<file path="src/rtl/spi_ram_master.sv">
// SPI RAM master: serialises a 10-bit {op, payload} frame MSB first and, for
// read-data ops, waits a turnaround and captures one byte LSB first from MISO.
// The SPI bit clock is the system clock, and every output comes from a flop.
// Optional feature macro: SPI_RAM_MASTER_ABORT_EN adds an abort input that cuts
// the active frame short and goes straight to the inter-frame gap.
module spi_ram_master #(
    parameter int unsigned TURNAROUND = 2,
    parameter int unsigned GAP        = 1
) (
    input  logic       clk,
    input  logic       rst,
    input  logic       cmd_valid,
    output logic       cmd_ready,
    input  logic [1:0] cmd_op,
    input  logic [7:0] cmd_data,
    output logic       resp_valid,
    output logic [7:0] resp_data,
    output logic       SS_n,
    output logic       MOSI,
    input  logic       MISO
`ifdef SPI_RAM_MASTER_ABORT_EN
   ,input  logic       abort
`endif
);

    typedef enum logic [2:0] {
        StIdle,
        StSel,
        StCmd,
        StShift,
        StTurn,
        StRecv,
        StGap
    } state_e;

    // Down-counter reload values; the counter reaches 0 in a state's last cycle.
    localparam logic [3:0] TurnLd  = 4'(TURNAROUND - 1);
    localparam logic [3:0] GapLd   = 4'(GAP - 1);
    localparam logic [3:0] ShiftLd = 4'd9;
    localparam logic [3:0] RecvLd  = 4'd7;

    state_e     r_state, w_state_d;
    logic [3:0] r_cnt, w_cnt_d;
    logic [9:0] r_frame, w_frame_d;
    logic [1:0] r_op, w_op_d;
    logic [7:0] r_rx, w_rx_d;
    logic [7:0] r_rdata, w_rdata_d;
    logic       r_rv, w_rv_d;
    logic       r_mosi, w_mosi_d;
    logic       r_ss_n, w_ss_n_d;
    logic       r_cmd_ready, w_cmd_ready_d;
    logic       w_abort;
    logic       w_in_frame;

`ifdef SPI_RAM_MASTER_ABORT_EN
    assign w_abort = abort;
`else
    assign w_abort = 1'b0;
`endif

    // Next-state and next-output logic; outputs are computed for the state being entered.
    always_comb begin
        w_state_d = r_state;
        w_cnt_d   = r_cnt;
        w_frame_d = r_frame;
        w_op_d    = r_op;
        w_rx_d    = r_rx;
        w_rdata_d = r_rdata;
        w_rv_d    = 1'b0;
        w_mosi_d  = 1'b0;

        unique case (r_state)
            StIdle: begin
                if (cmd_valid && r_cmd_ready) begin
                    w_state_d = StSel;
                    w_frame_d = {cmd_op, cmd_data};
                    w_op_d    = cmd_op;
                end
            end
            StSel: begin
                w_state_d = StCmd;
                w_mosi_d  = r_frame[9];
            end
            StCmd: begin
                // The frame register shifts left so bit 9 is always the next bit out.
                w_state_d = StShift;
                w_cnt_d   = ShiftLd;
                w_mosi_d  = r_frame[9];
                w_frame_d = {r_frame[8:0], 1'b0};
            end
            StShift: begin
                if (r_cnt != 4'd0) begin
                    w_cnt_d   = r_cnt - 4'd1;
                    w_mosi_d  = r_frame[9];
                    w_frame_d = {r_frame[8:0], 1'b0};
                end else if (r_op == 2'b11) begin
                    w_state_d = StTurn;
                    w_cnt_d   = TurnLd;
                end else begin
                    w_state_d = StGap;
                    w_cnt_d   = GapLd;
                end
            end
            StTurn: begin
                if (r_cnt != 4'd0) begin
                    w_cnt_d = r_cnt - 4'd1;
                end else begin
                    w_state_d = StRecv;
                    w_cnt_d   = RecvLd;
                end
            end
            StRecv: begin
                // LSB first: the first sampled bit ends up in position 0.
                w_rx_d = {MISO, r_rx[7:1]};
                if (r_cnt != 4'd0) begin
                    w_cnt_d = r_cnt - 4'd1;
                end else begin
                    w_state_d = StGap;
                    w_cnt_d   = GapLd;
                    w_rdata_d = {MISO, r_rx[7:1]};
                    w_rv_d    = 1'b1;
                end
            end
            StGap: begin
                if (r_cnt != 4'd0) begin
                    w_cnt_d = r_cnt - 4'd1;
                end else begin
                    w_state_d = StIdle;
                end
            end
            default: begin
                w_state_d = StIdle;
                w_cnt_d   = 4'd0;
            end
        endcase

        w_in_frame = (r_state == StSel) || (r_state == StCmd) || (r_state == StShift) ||
                     (r_state == StTurn) || (r_state == StRecv);

        // Abort wins over normal sequencing and drops any pending response.
        if (w_abort && w_in_frame) begin
            w_state_d = StGap;
            w_cnt_d   = GapLd;
            w_mosi_d  = 1'b0;
            w_rv_d    = 1'b0;
            w_rdata_d = r_rdata;
        end

        w_ss_n_d      = !((w_state_d == StSel) || (w_state_d == StCmd) ||
                          (w_state_d == StShift) || (w_state_d == StTurn) ||
                          (w_state_d == StRecv));
        w_cmd_ready_d = (w_state_d == StIdle);
    end

    // State and output registers; reset forces SS_n high at once.
    always_ff @(posedge clk or posedge rst) begin
        if (rst) begin
            r_state     <= StIdle;
            r_cnt       <= 4'd0;
            r_frame     <= 10'd0;
            r_op        <= 2'd0;
            r_rx        <= 8'd0;
            r_rdata     <= 8'd0;
            r_rv        <= 1'b0;
            r_mosi      <= 1'b0;
            r_ss_n      <= 1'b1;
            r_cmd_ready <= 1'b0;
        end else begin
            r_state     <= w_state_d;
            r_cnt       <= w_cnt_d;
            r_frame     <= w_frame_d;
            r_op        <= w_op_d;
            r_rx        <= w_rx_d;
            r_rdata     <= w_rdata_d;
            r_rv        <= w_rv_d;
            r_mosi      <= w_mosi_d;
            r_ss_n      <= w_ss_n_d;
            r_cmd_ready <= w_cmd_ready_d;
        end
    end

    assign cmd_ready  = r_cmd_ready;
    assign resp_valid = r_rv;
    assign resp_data  = r_rdata;
    assign SS_n       = r_ss_n;
    assign MOSI       = r_mosi;

endmodule
</file>
<file path="config.mk">
export PLATFORM = sky130hd
export DESIGN_NAME = spi_ram_master
export DESIGN_NICKNAME = d
export VERILOG_FILES = /design/src/rtl/spi_ram_master.sv
export SDC_FILE = /design/constraint.sdc
export NUM_CORES = 1
export LEC_CHECK = 0
export ABC_CLOCK_PERIOD_IN_PS = 2300
export CAP_MARGIN = 20
export CORE_MARGIN = 1
export CORE_UTILIZATION = 54
export DETAILED_ROUTE_END_ITERATION = 8
export PLACE_DENSITY_LB_ADDON = 0.08
export SLEW_MARGIN = 20
export SYNTH_ARGS = -nofsm -noshare
export SYNTH_HDL_FRONTEND = slang
export SYNTH_SLANG_ARGS = --single-unit
</file>
<file path="constraint.sdc">
create_clock -name clk -period 2.3 [get_ports clk]
set_input_delay 0.69 -clock clk [delete_from_list [all_inputs] [get_ports clk]]
set_output_delay 0.69 -clock clk [all_outputs]
set_load 0.05 [all_outputs]
</file>
* Word-level counts from Yosys, hierarchy flattened
Index checks and enable logic that the tools add are counted.
** Storage, ports and cells
- Word-level logic and storage cells :: 64
- Memory bits (read-only) :: 0
- RAM bits :: 0
- Flip-flop bits (word level) :: 39
- Memories kept :: 0
- Latch bits :: 0
- Bits of input ports :: 14
- Output and inout bits :: 12
** Cells by class
- Reductions and logical operators :: 16
- $mul :: 0
- Bitwise logic cells :: 2
- Shift operators :: 0
- Divide/modulo/power cells :: 0
- Equal/unequal tests :: 15
- Add/subtract/negate cells :: 1
- Mux-type cells :: 20
- Magnitude comparators :: 0
** Operators by type and width (count)
- $pmux W10 S3 :: 1
- $pmux W4 S6 :: 1
- $pmux W3 S7 :: 1
- $mux W10 :: 2
- $mux W4 :: 4
- $eq A3 B3 Y1 const B :: 5
- $mux W3 :: 5
- $eq A3 B2 Y1 const B :: 4
- $eq A3 B1 Y1 const B :: 2
- $logic_not A3 Y1 :: 2
- $ne A2 B2 Y1 const B :: 3
- $reduce_and A2 Y1 :: 3
- $logic_or A1 B1 Y1 :: 4
- $mux W1 :: 4
- $reduce_bool A4 Y1 :: 1
- $reduce_or A2 Y1 :: 2
- $sub A4 B1 Y4 const B :: 1
- $reduce_and A3 Y1 :: 1
- $reduce_bool A3 Y1 :: 1
- $eq A2 B2 Y1 const B :: 1
- $mux W2 :: 1
- $not A1 Y1 :: 2
- $pmux W1 S2 :: 1
- $logic_and A1 B1 Y1 :: 1
- $logic_not A1 Y1 :: 1

* Longest topological paths before layout
Gate-level depths: netlist (run 1).
- Word-level depth :: 10
- Gate-level depth with buffers :: 8
- Gate-level depth less buffers :: 6

* Worst setup path after synthesis (run 1)
No wires, ideal clock.
- Path kind :: register -> register
- Start point :: reg r_cnt[0]
- End point :: reg r_frame[1]
- Cell stages (with the launch flop) :: 9
- Required time :: 2175 ps
- Buffers on the path :: 2
- Setup time :: 125 ps
- Setup slack :: 473 ps
- Arrival :: 1702 ps
- Cells stage by stage :: dfrtp_1 -> inv_1 -> ha_1 -> or3b_1 -> buf_6 -> nand2_1 -> a21o_1 -> buf_6 -> mux2_4
** On the way
- Cells in the longest elaborated chain, start to end :: 3
** Ends and longest elaborated chain
- start, declared :: RTL line 43 : logic [3:0] r_cnt, w_cnt_d;
- start signal, assigned :: RTL line 170 : r_cnt <= w_cnt_d;
- $reduce_bool A4 Y1 :: RTL line 92 : if (r_cnt != 4'd0) begin
- $ne A2 B2 Y1 (no line)
- $reduce_and A3 Y1 (no line)
- end signal, assigned :: RTL line 171 : r_frame <= w_frame_d;
- end, declared :: RTL line 44 : logic [9:0] r_frame, w_frame_d;
No other way between the ends.
A chain may end at the register's enable or synchronous reset.

* Final worst setup path (run 1)
- Start point :: reg r_cmd_ready, in the netlist cmd_ready
- End point :: out cmd_ready
** RTL lines
- start, declared :: RTL line 51 : logic r_cmd_ready, w_cmd_ready_d;
- start signal, assigned :: RTL line 178 : r_cmd_ready <= w_cmd_ready_d;
- end, declared :: RTL line 13 : output logic cmd_ready,
No word-level cell between the ends.

==> metrics, run 1 <==
r2r worst-path depth 6; CP endpoint kind primary output; Starting DRT DRC Count 51; Seq/Total Area, Yosys 50.53%; FFs w/ async S/R, synth 100.0%; ratio of final minimum period to clock period 96.90%; n_diodes 0; Yosys warning count 0; # setup viols final 0; FF-to-FF Start r_cnt[0]; Worst Hold Path EP resp_data[0]; P_leak 0.9953 nW; total gr overflow 0; RSZ-0062 raised after global routing false; core box area 3337 µm²; # hold bufs at CTS 0; Distinct cells, synth 39; CTS tree yes; GRT Overall Usage 20.99%; post-synth net total 174; worst slew pin tran 0.5223 ns; crit path time final 2.229 ns; CTS Buf Count 5; status finished, final reports clean; HP Start r_rx[1]; Mean Syn Cell Area 11.93 µm²; final setup TNS 0 ns; VDD IR-drop max 0.7494 mV; die area 3730 µm²; Final Util 67.19%; buffer and inverter count on the worst path 1; Post-CTS Setup Inserts 0; die extent in x 61.07 µm; clock slew seen by the registers of the worst setup and hold paths 0.11 ns; pwr dens 1130 nW/µm²; post_cts resized 0; Critical Path RT 1.61 ns; Synth Instances 158; final WL 3.518 mm; row count 21; EDFF count, synth 0; Crit-path slowest cell clkdlybuf4s50_1; crit-path cells clkdlybuf4s50_1; Yosys reg bits 38; ratio of cells with drive above 1 in the final layout 29.79%; Critical Path Max Stage Delay 0.82 ns; num ports 26; DRT antenna net count 0; starting density of the core 56.47%; max cap viols 0; total iterations of the first detailed-routing run 4; Main synth FF type dfrtp_1; CTS Root Cell clkbuf_4; R2R Path End r_frame[5]; R2R Setup Slk 0.23 ns; # nets final 204; drt wl/cell 15.03 µm; Worst slew margin 65.18%; largest net degree at the start of global routing 39; dpl hpwl 2.514 mm; clk buf depth 2; number of global-route vias before repair 1255; clk sinks 38; P&R area growth vs syn 18.99%; worst-path fanout max 3; Worst Hold Class reg -> reg; Placer Congestion 0.7783; die span in y 61.07 µm; Skew-Pair Late Insertion Delay 0.34 ns; Fmax 448.7 MHz; via count 1357; Max Transition Viols Final 0; DRC violations left 0; skew final 0.008383 ns; first-pass GRT wire length 5.699 mm; drt via density 5.799; PortBufs 25; hold path cells 1; synthesized area 1884 µm²; Final Hold Viols 0; number of H-tree levels 2; initial antenna violation count 0; Worst setup SP type register; Worst EP arrival 1.54 ns; delay-heaviest family, CP buffers and inverters; Crit Path Class reg -> out
[placed cells by master (no fill, tap or decap), types with 4 or more instances in the layout]
master,n
clkbuf_4,5
mux2_4,9
nor2_1,5
nor3_1,4
nand3_1,5
inv_1,5
nand2_1,10
mux2_2,25
a21oi_1,5
buf_4,9
o21ai_0,11
dfrtp_1,37
clkdlybuf4s50_1,24
[area by class of cell]
| type | count | area (µm²) |
|---|---|---|
| multi-input cells | 105 | 858.3 |
| clock buffers | 5 | 37.54 |
| repair buffers | 33 | 307.8 |
| inverters | 5 | 18.77 |
| fillers | 266 | 1095 |
| flip-flops and latches | 38 | 952.2 |
| well taps | 46 | 57.56 |
| clock inverters | 2 | 10.01 |
[synthesized netlist by cell type (all sizes together), types with 2 or more instances]
master,instances,share of area (%)
inv,5,1.0
o22ai,2,0.66
nand3,5,1.3
ha,2,1.3
a21oi,5,1.3
o21ai,11,2.9
o31a,2,0.93
nor3,4,1.1
mux2,34,22
nand2,10,2.0
buf,4,1.7
dfrtp,37,49
nand3b,2,0.80
clkbuf,6,1.2
nor2,6,1.6
o221ai,2,0.93
or2,2,0.66
[routing by layer]
metal	up-vias	part of all wire, %	track usage [%]
met5	-	0	0
met4	0	1.3	6.818
met3	5	5.7	5.882
met2	45	48	33.54
met1	673	45	27.72
li1	634	-	-
[per-stage QoR]
| stage | power [mW] | setup slack (ns) | hold slack (ns) | instance area, µm² | cells |
|---|---|---|---|---|---|
| 6_report | 2.535 | 0.07141 | 0.5185 | 2242 | 234 |
| 5_1_grt | 2.710 | 0.0007957 | 0.5395 | 2242 | 234 |
| 4_1_cts | 2.545 | 0.05844 | 0.5204 | 2242 | 234 |
| 3_5_place_dp | 2.219 | -0.1120 | 0.4918 | 2195 | 227 |
| 3_3_place_gp | 2.165 | -0.08251 | 0.4832 | 2195 | 227 |
| 2_1_floorplan | 1.962 | 0.4733 | 0.4737 | 1884 | 158 |
[report_power, final]
group	internal (mW)	switching, mW	leakage, nW	total [mW]
combinational	0.625	0.566	0.478	1.19
clock	0.110	0.212	0.0308	0.322
sequential	0.867	0.155	0.487	1.02
total	1.60	0.934	0.995	2.53
[cell families after synthesis]
logic type / synth area share, %
and+or+nand+nor: 11.02
DFF: 50.53
muxes: 22.11
AOI/OAI and AO/OA: 11.09
buffers and inverters: 3.918
adders and majority gates: 1.328
[state kept, by name (all words and copies together), names as in the netlist]
signal and flops:
MOSI 1, SS_n 1, cmd_ready 1, r_cnt 4
r_frame 10, r_op 2, r_rx 7, r_state 3
resp_data 8, resp_valid 1
[how the worst max path moves through the flow]
stage,from,to,slack (ns),cells past startpoint
after detailed placement,cmd_valid,r_frame[1],-0.11,5
after floorplan,r_cnt[0],r_frame[1],0.47,8
after CTS,cmd_ready,cmd_ready,0.06,1
final,cmd_ready,cmd_ready,0.07,1
after global routing,cmd_ready,cmd_ready,0.0008,1
after global placement,cmd_valid,r_frame[6],-0.08,5
No activity file was read; power rests on OpenSTA's default activity.
==> run 2: changes to the inputs <==
- CORE_ASPECT_RATIO: not set -> 0.5
- PLACE_DENSITY_LB_ADDON: 0.08 -> 0.05
- SKIP_CTS_REPAIR_TIMING: not set -> 1
==> run 2 against run 1 <==
Against the previous run: count of clock-buffer cells in the layout is the same; hold slack lost 0.014 ns; die area grew 0.39%; maximum frequency grew 3.2%; clock power grew 110%; largest cell class unchanged; register-to-register slack lost 0.02 ns; clock skew shrank 0.0013 ns; combinational power is essentially flat; critical path depth is the same; design area grew 5.0%; sequential power is essentially flat.
==> metrics, run 2 (synthesis results as in run 1) <==
status finished, final reports clean; Multi-input gate area 858.3 µm² (unchanged); number of global-route vias before repair 1319 (+5.1%); die extent in x 85.54 µm (+40%); RSZ-0062 raised after global routing false; crit path time final 2.159 ns (-0.06957 ns); starting density of the core 59.76% (+3.3 points); CTS tree yes; via count 1315 (-3.1%); drt via density 5.644 (-2.7%); Fillers 219 (-18%); delay-heaviest family, CP buffers and inverters; DRC violations left 0 (unchanged); buffer and inverter count on the worst path 1 (unchanged); VDD IR-drop max 0.7687 mV (+2.6%); P&R area growth vs syn 24.97%; fin worst setup slack 0.1410 ns (+0.06957 ns); initial antenna violation count 0 (unchanged); Post-DP Area 2217 µm² (+1.0%); drt wl/cell 15.09 µm (+0.37%); worst-path fanout max 3 (unchanged); die span in y 43.77 µm (-28%); dpl hpwl 2.535 mm (+0.84%); CTS Root Cell clkbuf_8; Final Hold Viols 0 (unchanged); num ports 26 (unchanged); final setup TNS 0 ns (unchanged); # setup viols final 0 (unchanged); Placer Congestion 0.8781 (+13%); Placed Cells 225 (-0.88%); Critical Path Max Stage Delay 0.81 ns (about the same); Worst EP arrival 1.47 ns (-0.07 ns); final WL 3.516 mm (about the same); PortBufs 25 (unchanged); total iterations of the first detailed-routing run 4 (unchanged); n_diodes 0 (unchanged); max cap viols 0 (unchanged); most common cell after layout, fill and taps aside dfrtp_1; most frequent cells in the layout 37 x dfrtp_1, 25 x mux2_2, 24 x clkdlybuf4s50_1; Skew-Pair Late Insertion Delay 0.29 ns (-0.05 ns); Fmax 463.2 MHz (+3.2%); clk sinks 38 (unchanged); Crit Path Class reg -> out; Biggest register r_frame; ratio of cells with drive above 1 in the final layout 31.61% (+1.8 points); # nets final 208 (+2.0%); max FFs per register 10 (unchanged); Max Transition Viols Final 0 (unchanged); Worst Hold Class reg -> reg; crit-path cells clkdlybuf4s50_1; CP endpoint kind primary output; pre-CTS setup slack -0.09062 ns (+0.02138 ns); core box area 3153 µm² (-5.5%); Worst setup SP type register; worst slew pin tran 0.5102 ns (-0.01206 ns); Starting DRT DRC Count 49 (-3.9%); first-pass GRT wire length 6.272 mm (+10%); clk buf depth 2 (unchanged); Final Total Pwr 2.911 mW (+15%); Sequential Area 952.2 µm² (unchanged); CTS Buf Count 5 (unchanged); Critical Path RT 1.61 ns (about the same); die area 3744 µm² (+0.39%); number of H-tree levels 2 (unchanged); total gr overflow 0 (unchanged); GRT Overall Usage 22.15% (+1.2 points); largest net degree at the start of global routing 21 (-46%); Cell Count, Final, Fillers Out 233 (-0.43%); design area 2355 µm² (+5.0%); P_leak 1.053 nW (+5.8%); Worst slew margin 65.88% (+0.70 points); ratio of final minimum period to clock period 93.87% (-3.0 points); Crit-path slowest cell clkdlybuf4s50_1; clock slew seen by the registers of the worst setup and hold paths 0.07 ns (-0.04 ns); DRT antenna net count 0 (unchanged); pwr dens 1236 nW/µm² (+9.4%); skew final 0.007068 ns (-0.001315 ns); row count 14 (-33%)
## run 2: per-stage QoR
step,hold WS [ns],util (%)
floorplan,0.4737,-
global placement,0.4847,70.32
detailed placement,0.4950,70.32
CTS,0.5136,74.68
global route,0.5253,74.68
finish,0.5046,74.68
## run 2: power by group
part / switching [mW] / internal (mW) / leakage, nW
sequential: 0.148 / 0.868 / 0.487
combinational: 0.566 / 0.650 / 0.498
clock: 0.244 / 0.434 / 0.0683
## run 2: area by class of cell
type / instances / area share (%)
clock inverter: 3 / 2.922
sequential: 38 / 40.44
inverter: 5 / 0.7970
multi-input combinational: 105 / 36.45
timing repair buffer: 37 / 14.35
tap: 40 / 2.125
clock buffer: 5 / 2.922
## run 2: worst paths after layout
check / start / end / slack (ns) / cells after the start
setup / recovery: cmd_ready / cmd_ready / 0.14 / 1
hold / removal: resp_data[0] / resp_data[0] / 0.50 / 1
setup reg to reg: r_cnt[0] / r_frame[2] / 0.21 / 6
hold reg to reg: resp_data[0] / resp_data[0] / 0.50 / 1
max in group asynchronous: rst / r_frame[6] / 1.14 / 3
min in group asynchronous: rst / resp_data[7] / 0.64 / 2
## run 2: routing by layer
metal | vias up | GRT usage (%) | share of wire (%) | wire length (µm)
met3 | 7 | 5.714 | 4.4 | 156
li1 | 645 | - | - | -
met5 | - | 0 | 0 | 0
met2 | 33 | 36.16 | 46 | 1630
met4 | 0 | 7.000 | 1.1 | 38
met1 | 630 | 29.66 | 48 | 1690
==> run 3: changes to the inputs <==
==> constraint.sdc (replaced) <==
create_clock -name clk -period 2.3 [get_ports clk]
set_input_delay 0.69 -clock clk [delete_from_list [all_inputs] [get_ports clk]]
set_output_delay 0.69 -clock clk [all_outputs]
set_load 0.005 [all_outputs]
==> run 3 against run 2 <==
Against the previous run: critical path depth increased by 4; combinational power fell by 7%; hold slack better by 0.00075 ns; maximum frequency is 3.7% higher; total power decreased by 9.3%; sequential power hardly changed; non-clock buffer count is the same; clock power decreased by 30%; critical endpoint is now r_frame[3]; largest cell class unchanged.
==> metrics, run 3 (synthesis results as in run 1) <==
last element of the critical path r_frame[3]; Worst slew margin 66.83% (+0.95 points); Biggest register r_frame; dpl hpwl 2.578 mm (+1.7%); r2r worst-path depth 6 (unchanged); Max Transition Viols Final 0 (unchanged); R2R Path End r_frame[3]; Final Hold Viols 0 (unchanged); P_leak 1.030 nW (-2.2%); worst-path fanout max 9 (+6); largest net degree at the start of global routing 21 (unchanged); Sequential Area 952.2 µm² (unchanged); drt via density 5.790 (+2.6%); # setup viols final 0 (unchanged); crit path launch cmd_valid; Worst EP arrival 2.26 ns (+0.79 ns); num ports 26 (unchanged); DRT antenna net count 0 (unchanged); Crit Path Class in -> reg; most common cell after layout, fill and taps aside dfrtp_1; Multi-input gate area 858.3 µm² (unchanged); ratio of final minimum period to clock period 90.50% (-3.4 points); P&R area growth vs syn 22.84%; n_diodes 0 (unchanged); VDD IR-drop max 0.6703 mV (-13%); Critical Path RT 2.48 ns (+0.87 ns); RSZ-0062 raised after global routing false; number of global-route vias before repair 1339 (+1.5%); number of H-tree levels 2 (unchanged); Levels on crit path 5 (+4); GRT Overall Usage 22.42% (+0.27 points); clk buf depth 2 (unchanged); core box area 3153 µm² (unchanged); first-pass GRT wire length 6.258 mm (-0.22%); Critical Path Max Stage Delay 0.47 ns (-0.34 ns); max FFs per register 10 (unchanged); DRC violations left 0 (unchanged); row count 14 (unchanged); total iterations of the first detailed-routing run 4 (unchanged); CP endpoint kind register; drt wl/cell 15.71 µm (+4.1%); Worst Hold Class reg -> reg; pwr dens 1141 nW/µm² (-7.7%); die extent in x 85.54 µm (unchanged); die area 3744 µm² (unchanged); Starting DRT DRC Count 44 (-10%); initial antenna violation count 0 (unchanged); R2R Setup Slk 0.24 ns (+0.03 ns); clock slew seen by the registers of the worst setup and hold paths 0.07 ns (about the same); buffer and inverter count on the worst path 1 (unchanged); crit path time final 2.081 ns (-0.07757 ns); delay-heaviest family, CP buffers and inverters; worst slew pin tran 0.4975 ns (-0.01271 ns); max cap viols 0 (unchanged); status finished, final reports clean; crit-path cells clkdlybuf4s50_1 > a21oi_1 > or2_2 > a21o_1 > mux2_4; Skew-Pair Late Insertion Delay 0.29 ns (about the same); CTS tree yes; clk sinks 38 (unchanged); Placer Congestion 0.8757 (-0.27%); # nets final 208 (unchanged); Fmax 480.4 MHz (+3.7%); Cell Count, Final, Fillers Out 233 (unchanged); FF-to-FF Start r_cnt[0]; starting density of the core 59.76% (unchanged); CTS Buf Count 5 (unchanged); final WL 3.660 mm (+4.1%); CTS Root Cell clkbuf_8; ratio of cells with drive above 1 in the final layout 31.09% (-0.52 points); skew final 0.006945 ns (-0.0001230 ns); Placed Cells 225 (unchanged); Fillers 246 (+12%); most frequent cells in the layout 37 x dfrtp_1, 25 x mux2_2, 25 x clkdlybuf4s50_1; PortBufs 25 (unchanged); die span in y 43.77 µm (unchanged); via count 1349 (+2.6%); Crit-path slowest cell clkdlybuf4s50_1; Post-DP Area 2220 µm² (+0.11%); total gr overflow 0 (unchanged); final setup TNS 0 ns (unchanged); Final Total Pwr 2.640 mW (-9.3%); Worst setup SP type input pin; design area 2315 µm² (-1.7%)
-- run 3: cell count changes in the layout (fill, tap and decap cells not counted) --
| cell | previous run | this run |
|---|---|---|
| clkinv_2 | 0 | 1 |
| clkbuf_8 | 5 | 6 |
| bufinv_16 | 2 | 0 |
| clkinv_4 | 1 | 0 |
| clkdlybuf4s50_1 | 24 | 25 |
| buf_4 | 13 | 12 |
| clkinvlp_4 | 0 | 1 |
-- run 3: worst reg2reg max path, cell delays in order (launching register included) --
cell and delay, ns:
dfrtp_1 0.42, inv_1 0.09, ha_1 0.16, or3b_1 0.40, nand2_1 0.10, a21o_1 0.44, mux2_4 0.35
-- run 3: worst min path at each step --
stage	cells past startpoint	to	startpoint
2_1_floorplan	1	resp_data[0]	r_rx[1]
3_3_place_gp	1	resp_data[0]	r_rx[1]
3_5_place_dp	1	r_frame[5]	r_frame[5]
4_1_cts	1	resp_data[5]	resp_data[5]
5_1_grt	1	resp_data[5]	resp_data[5]
6_report	1	resp_data[5]	resp_data[5]
-- run 3: per-layer routing --
metal | part of all wire (%) | vias up | GRT usage [%]
met5 | 0 | - | 0
met4 | 0.98 | 0 | 6.000
met3 | 5.0 | 6 | 7.429
met2 | 48 | 43 | 38.40
met1 | 46 | 656 | 27.98
li1 | - | 644 | -
-- run 3: per-stage QoR --
step	setup slack, ns	hold WS [ns]	util [%]
global placement	-0.07049	0.4847	70.40
detailed placement	-0.08547	0.4937	70.40
CTS	0.2200	0.5134	73.41
global route	0.1390	0.5243	73.41
floorplan	0.4733	0.4737	-
finish	0.2185	0.5054	73.41
-- run 3: where the power goes --
group	leakage, nW	internal [mW]	switching (mW)
Clock	0.0472	0.241	0.235
Combinational	0.496	0.653	0.491
Sequential	0.487	0.868	0.151
Total	1.03	1.76	0.878
-- run 3: cell type report --
| class | instances | area share, % |
|---|---|---|
| multi-input cells | 105 | 37.08 |
| well taps | 40 | 2.162 |
| inverters | 5 | 0.8108 |
| clock inverters | 2 | 0.5405 |
| flip-flops and latches | 38 | 41.14 |
| clock buffers | 6 | 3.568 |
| repair buffers | 37 | 14.70 |
